## src/rtl/scan_decoder_pkg.sv

```systemverilog
// Shared definitions for the scan_decoder block: mode constants, FSM state
// encoding and the output polarity helper.
package scan_decoder_pkg;

   localparam logic MODE_MAN  = 1'b0;
   localparam logic MODE_SCAN = 1'b1;

   typedef enum logic [1:0] {
      ST_OFF  = 2'd0,
      ST_MAN  = 2'd1,
      ST_SCAN = 2'd2
   } state_t;

   // Level of a line that is not selected.
   function automatic logic inactive_level(input logic active_low);
      return active_low;
   endfunction

endpackage

```

## src/rtl/scan_decoder_onehot_dec.sv

```systemverilog
// Combinational index to one-hot (or one-cold) decoder; generalised form of
// the original 2-to-4 enable decoder.
module onehot_dec
   import scan_decoder_pkg::*;
#(
   parameter int SEL_W      = 2,
   parameter int NUM_OUT    = 4,
   parameter bit ACTIVE_LOW = 1'b0
) (
   input  logic [SEL_W-1:0]   sel,
   output logic [NUM_OUT-1:0] dec
);

   genvar gi;
   generate
      for (gi = 0; gi < NUM_OUT; gi++) begin : g_line
         localparam logic [SEL_W-1:0] LINE_IDX = SEL_W'(gi);
         assign dec[gi] = (sel == LINE_IDX) ? ~inactive_level(ACTIVE_LOW)
                                            : inactive_level(ACTIVE_LOW);
      end
   endgenerate

endmodule

```

## src/rtl/scan_decoder.sv

```systemverilog
// Registered one-hot line driver with manual index load and an auto-scan
// sequencer with programmable dwell time.
module scan_decoder
   import scan_decoder_pkg::*;
#(
   parameter int  NUM_OUT    = 4,
   parameter int  DWELL      = 4,
   parameter bit  ACTIVE_LOW = 1'b0,
   localparam int SEL_W      = (NUM_OUT > 1) ? $clog2(NUM_OUT) : 1
) (
   input  logic               clk,
   input  logic               rst,
   input  logic               E,
   input  logic               mode,
   input  logic               load,
   input  logic [SEL_W-1:0]   A,
   output logic [NUM_OUT-1:0] D,
   output logic [SEL_W-1:0]   idx,
   output logic               wrap,
   output logic               err
);

   localparam int                 CNT_W       = (DWELL > 1) ? $clog2(DWELL) : 1;
   localparam logic [SEL_W-1:0]   LAST_IDX    = SEL_W'(NUM_OUT - 1);
   localparam logic [CNT_W-1:0]   LAST_CNT    = CNT_W'(DWELL - 1);
   localparam logic [SEL_W:0]     NUM_OUT_EXT = (SEL_W + 1)'(NUM_OUT);
   localparam logic [NUM_OUT-1:0] D_IDLE      = {NUM_OUT{inactive_level(ACTIVE_LOW)}};

   state_t             state_reg, state_next;
   logic [SEL_W-1:0]   idx_reg, idx_next;
   logic [CNT_W-1:0]   cnt_reg, cnt_next;
   logic [NUM_OUT-1:0] d_reg, d_next, dec_next;
   logic               wrap_reg, wrap_next;
   logic               err_reg, err_next;
   logic               a_valid;

   assign a_valid = ({1'b0, A} < NUM_OUT_EXT);

   // Decode the next-state index so D lines up with idx in the same cycle.
   onehot_dec #(
      .SEL_W     (SEL_W),
      .NUM_OUT   (NUM_OUT),
      .ACTIVE_LOW(ACTIVE_LOW)
   ) u_dec (
      .sel(idx_next),
      .dec(dec_next)
   );

   always_comb begin
      state_next = state_reg;
      idx_next   = idx_reg;
      cnt_next   = cnt_reg;
      wrap_next  = 1'b0;
      err_next   = 1'b0;
      d_next     = D_IDLE;
      if (!E) begin
         state_next = ST_OFF;
      end else if (mode == MODE_SCAN) begin
         state_next = ST_SCAN;
         d_next     = dec_next;
         if (state_reg == ST_MAN) begin
            cnt_next = '0;
         end else if (state_reg == ST_SCAN) begin
            // Entry from OFF shows the held line first; counting starts next edge.
            if (cnt_reg == LAST_CNT) begin
               cnt_next = '0;
               if (idx_reg == LAST_IDX) begin
                  idx_next  = '0;
                  wrap_next = 1'b1;
               end else begin
                  idx_next = idx_reg + SEL_W'(1);
               end
            end else begin
               cnt_next = cnt_reg + CNT_W'(1);
            end
         end
      end else begin
         state_next = ST_MAN;
         d_next     = dec_next;
         // Leaving SCAN on this edge takes priority over a coincident load.
         if (state_reg != ST_SCAN && load) begin
            if (a_valid) idx_next = A;
            else         err_next = 1'b1;
         end
      end
   end

   always_ff @(posedge clk or posedge rst) begin
      if (rst) begin
         state_reg <= ST_OFF;
         idx_reg   <= '0;
         cnt_reg   <= '0;
         d_reg     <= D_IDLE;
         wrap_reg  <= 1'b0;
         err_reg   <= 1'b0;
      end else begin
         state_reg <= state_next;
         idx_reg   <= idx_next;
         cnt_reg   <= cnt_next;
         d_reg     <= d_next;
         wrap_reg  <= wrap_next;
         err_reg   <= err_next;
      end
   end

   assign D    = d_reg;
   assign idx  = idx_reg;
   assign wrap = wrap_reg;
   assign err  = err_reg;

endmodule
```

## config.mk

```make
export PLATFORM = sky130hd
export DESIGN_NAME = scan_decoder
export DESIGN_NICKNAME = d
export VERILOG_FILES = /design/src/rtl/scan_decoder_pkg.sv /design/src/rtl/scan_decoder_onehot_dec.sv /design/src/rtl/scan_decoder.sv
export SDC_FILE = /design/constraint.sdc
export NUM_CORES = 1
export LEC_CHECK = 0
export CORE_MARGIN = 5
export CORE_UTILIZATION = 40
export DETAILED_ROUTE_END_ITERATION = 10
export GPL_TIMING_DRIVEN = 1
export PLACE_DENSITY = 0.67
export SYNTH_ARGS = -nofsm -noshare
export SYNTH_HDL_FRONTEND = slang
export SYNTH_SLANG_ARGS = --single-unit
```

## constraint.sdc

```tcl
create_clock -name clk -period 1.6 [get_ports clk]
set_input_delay 0.4 -clock clk [delete_from_list [all_inputs] [get_ports clk]]
set_output_delay 0.4 -clock clk [all_outputs]
set_load 0.02 [all_outputs]
```

==> run_results.csv <==
group,metric,value,unit
run_status,outcome,"finished, final reports clean",
logic_synthesis,synth_top_family_by_area,"simple AND/OR/NAND/NOR gates",
logic_synthesis,postSynthAreaPerCell,10.32,um^2
cells_and_area,postLayoutCoreUtil,59.98,%
logic_synthesis,synth_top_area_share,41.04,%
power_and_ir_drop,p_sw,0.0003194,W
setup_path,rr_startpoint,"state_reg[0]",
cells_and_area,drive_above_1_share,28.74,%
setup_path,required,1.80,ns
global_routing,grt_overflow,0,
cts,root_buffer,"clkbuf_4",
logic_synthesis,syn_area,670.6,um^2
cts,clk_pin_slew,0.07,ns
global_routing,grt_pass1_wl,2332,um
logic_synthesis,synth-seq-area-share,41.04,%
cells_and_area,antenna_cells,0,
job,drv_cap,0,
global_routing,antenna_found_initial,0,
die,pin_count,15,
route,drt-initial-drc-count,15,
cts,max-clock-path-buffers,2,
logic_synthesis,synth_compound_area_share,17.91,%
place,numPortBuffers,13,
power_and_ir_drop,power_frac_comb,40.2,%
route,post-route-drc-count,0,
power_and_ir_drop,seqPwrFrac,39.0,%
logic_synthesis,synth_common_cells,"dfrtp_1, inv_1, a21oi_1, ha_1",
cts,cts-buffers-inserted,3,
die,die_w,50.95,um
cts,cts_tree,"yes",
place,gp_congestion,0.8071,
power_and_ir_drop,clkPwrFrac,20.8,%
logic_synthesis,syn-num-nets,76,
setup_path,startpoint_type,"flip-flop",
place,dp_cells,98,
sta,drv_slew,0,
sta,post-route-min-period,1.532,ns
sta,setup_violations,0,
logic_synthesis,yosysUniqueCellTypes,36,
sta,hold_viol,0,
sta,min_period_over_period,95.74,%
route,vias,557,
route,wirelength,1382,um
logic_synthesis,synth-edff-count,0,
die,dieHeight,50.95,um
route,avgViaCountPerCell,5.408,
cts,htree_levels,1,
power_and_ir_drop,leakage,0.4979,nW
logic_synthesis,postSynthCellCount,65,
logic_synthesis,yosys-mux-area-fraction,6.903,%
cells_and_area,area_growth_syn_to_layout,37.87,%
setup_path,ff2ff_path_depth,7,
logic_synthesis,synth_warnings,0,
die,coreArea,1541,um^2
place,hpwlAfterDp,1056,um
logic_synthesis,synthFlopType,"dfrtp_1",
die,rows,14,
cts,clkLatencyLatePin,0.27,ns
power_and_ir_drop,power.share.switching,34.68,%
logic_synthesis,async_reset_ff_share,100.0,%
cts,cts_sinks,11,
setup_path,cp_max_fo,4,
cells_and_area,nets,99,
power_and_ir_drop,power.internal,0.0006017,W
cells_and_area,fin_cells,103,
power_and_ir_drop,p_per_area,996.2,nW/um^2
hold_path,holdCritPathClass,"input pin to async pin",
sta,fin_skew,0.005813,ns
cts,ctsHoldBuffers,0,
logic_synthesis,yosys-top-cells-area,"dfrtp_1, ha_1, inv_1",
setup_path,r2r_end,"D[2]",
logic_synthesis,synthAdderAreaFrac,7.463,%
logic_synthesis,synthSimpleGateAreaFrac,19.03,%
die,design.die.area,2595,um^2
route,avgRoutedWirePerCell,13.42,um
sta,fmax,652.8,MHz
setup_path,path_class,"flip-flop to flip-flop",
logic_synthesis,yosys.area.top_type,"dfrtp_1",
die,start_util,43.51,%
setup_path,crit_path_end_kind,"flip-flop",
power_and_ir_drop,vdd_drop_max,542.1,uV
setup_path,cp.arrival,1.73,ns
global_routing,grt_max_degree,12,
global_routing,grt_pass1_vias,548,
logic_synthesis,yosysMostFrequentCell,"dfrtp_1",
cells_and_area,largest_reg_flops,4,
cells_and_area,num-fill-cells,138,
logic_synthesis,synth_xor_area_share,0,%
route,dr.pass1.iters,4,
setup_path,rrSetupSlack,0.07,ns
logic_synthesis,synth_seq_cells,11,
global_routing,track_usage,11.82,%
sta,rsz0062_at_grt,"true",
route,ant_nets,0,
==> timing repair <==
| action | CTS | global route |
|---|---|---|
| setup buffers | 0 | 1 |
| gates cloned | 0 | 0 |
| hold endpoints to repair | 0 | 0 |
| setup endpoints to repair | 5 | 7 |
| gates resized for setup | 5 | 9 |
==> final cells by class <==
class	count	area, um^2	area share [%]
timing repair buffer	22	200.2	21.65
clock buffer	4	26.28	2.842
inverter	7	26.28	2.842
tap	16	20.02	2.165
sequential	11	276.5	29.91
multi-input combinational	43	375.4	40.60
==> layout by cell type (no fill, tap or decap), types with 2 or more instances in the layout <==
cell type | Yosys | routed
o21ai_1 | 3 | 2
dlymetal6s2s_1 | 0 | 3
ha_1 | 4 | 3
nand2_1 | 3 | 3
clkbuf_4 | 0 | 3
inv_1 | 6 | 6
dfrtp_1 | 11 | 10
buf_4 | 1 | 9
dlygate4sd2_1 | 0 | 4
a21oi_1 | 4 | 4
clkdlybuf4s50_1 | 0 | 6
nor2_1 | 3 | 3
==> routing by layer <==
metal | up-vias | track usage (%) | wire, um
met5 | - | 0 | 0
met3 | 5 | 1.453 | 70
met2 | 13 | 18.60 | 641
li1 | 274 | - | -
met1 | 265 | 14.57 | 619
met4 | 0 | 8.936 | 50
==> worst max-delay path: stages, from the launching register on <==
cell	delay, ns
dfrtp_1	0.38
inv_1	0.07
ha_2	0.22
and3b_4	0.23
a211oi_4	0.24
buf_4	0.16
inv_1	0.04
a21oi_1	0.13
==> through the flow <==
stage	setup WS [ns]	area [um^2]	total power [W]	hold slack (ns)	setup TNS, ns
floorplan	0.06711	670.6	0.0006008	0.2524	0
global placement	-0.1150	859.6	0.0007161	0.4805	-0.4927
finish	0.06816	924.6	0.0009211	0.4143	0
global route	-0.02811	924.6	0.0009918	0.4808	-0.09024
detailed placement	-0.1358	859.6	0.0007232	0.4934	-0.5486
CTS	0.004893	883.3	0.0008985	0.4360	0
==> kinds of logic after synthesis <==
kind of cell | count (synthesis)
DFF | 11
AOI/OAI and AO/OA | 16
and+or+nand+nor | 18
adders and majority gates | 4
buffers and inverters | 11
muxes | 4
other | 1
==> power groups by stage <==
| stage | Sequential (W) | Combinational [W] | Clock (W) |
|---|---|---|---|
| final | 0.000359 | 0.000370 | 0.000191 |
| after global routing | 0.000369 | 0.000419 | 0.000205 |
| after CTS | 0.000358 | 0.000349 | 0.000191 |
| after detailed placement | 0.000365 | 0.000359 | 0 |
| after global placement | 0.000361 | 0.000355 | 0 |
| after floorplan | 0.000385 | 0.000216 | 0 |
==> worst max path at each step <==
stage                       startpoint      to  slack [ns]  depth (start not counted)
after floorplan           state_reg[0]  idx[0]        0.07                          6
after global placement            load  idx[0]       -0.11                          5
after detailed placement          load  idx[0]       -0.14                          5
after CTS                         D[0]    D[0]       0.005                          1
after global routing      state_reg[0]    D[2]       -0.03                          7
final                     state_reg[0]    D[2]        0.07                          7
Note: power is estimated with default switching activity, not from simulation.
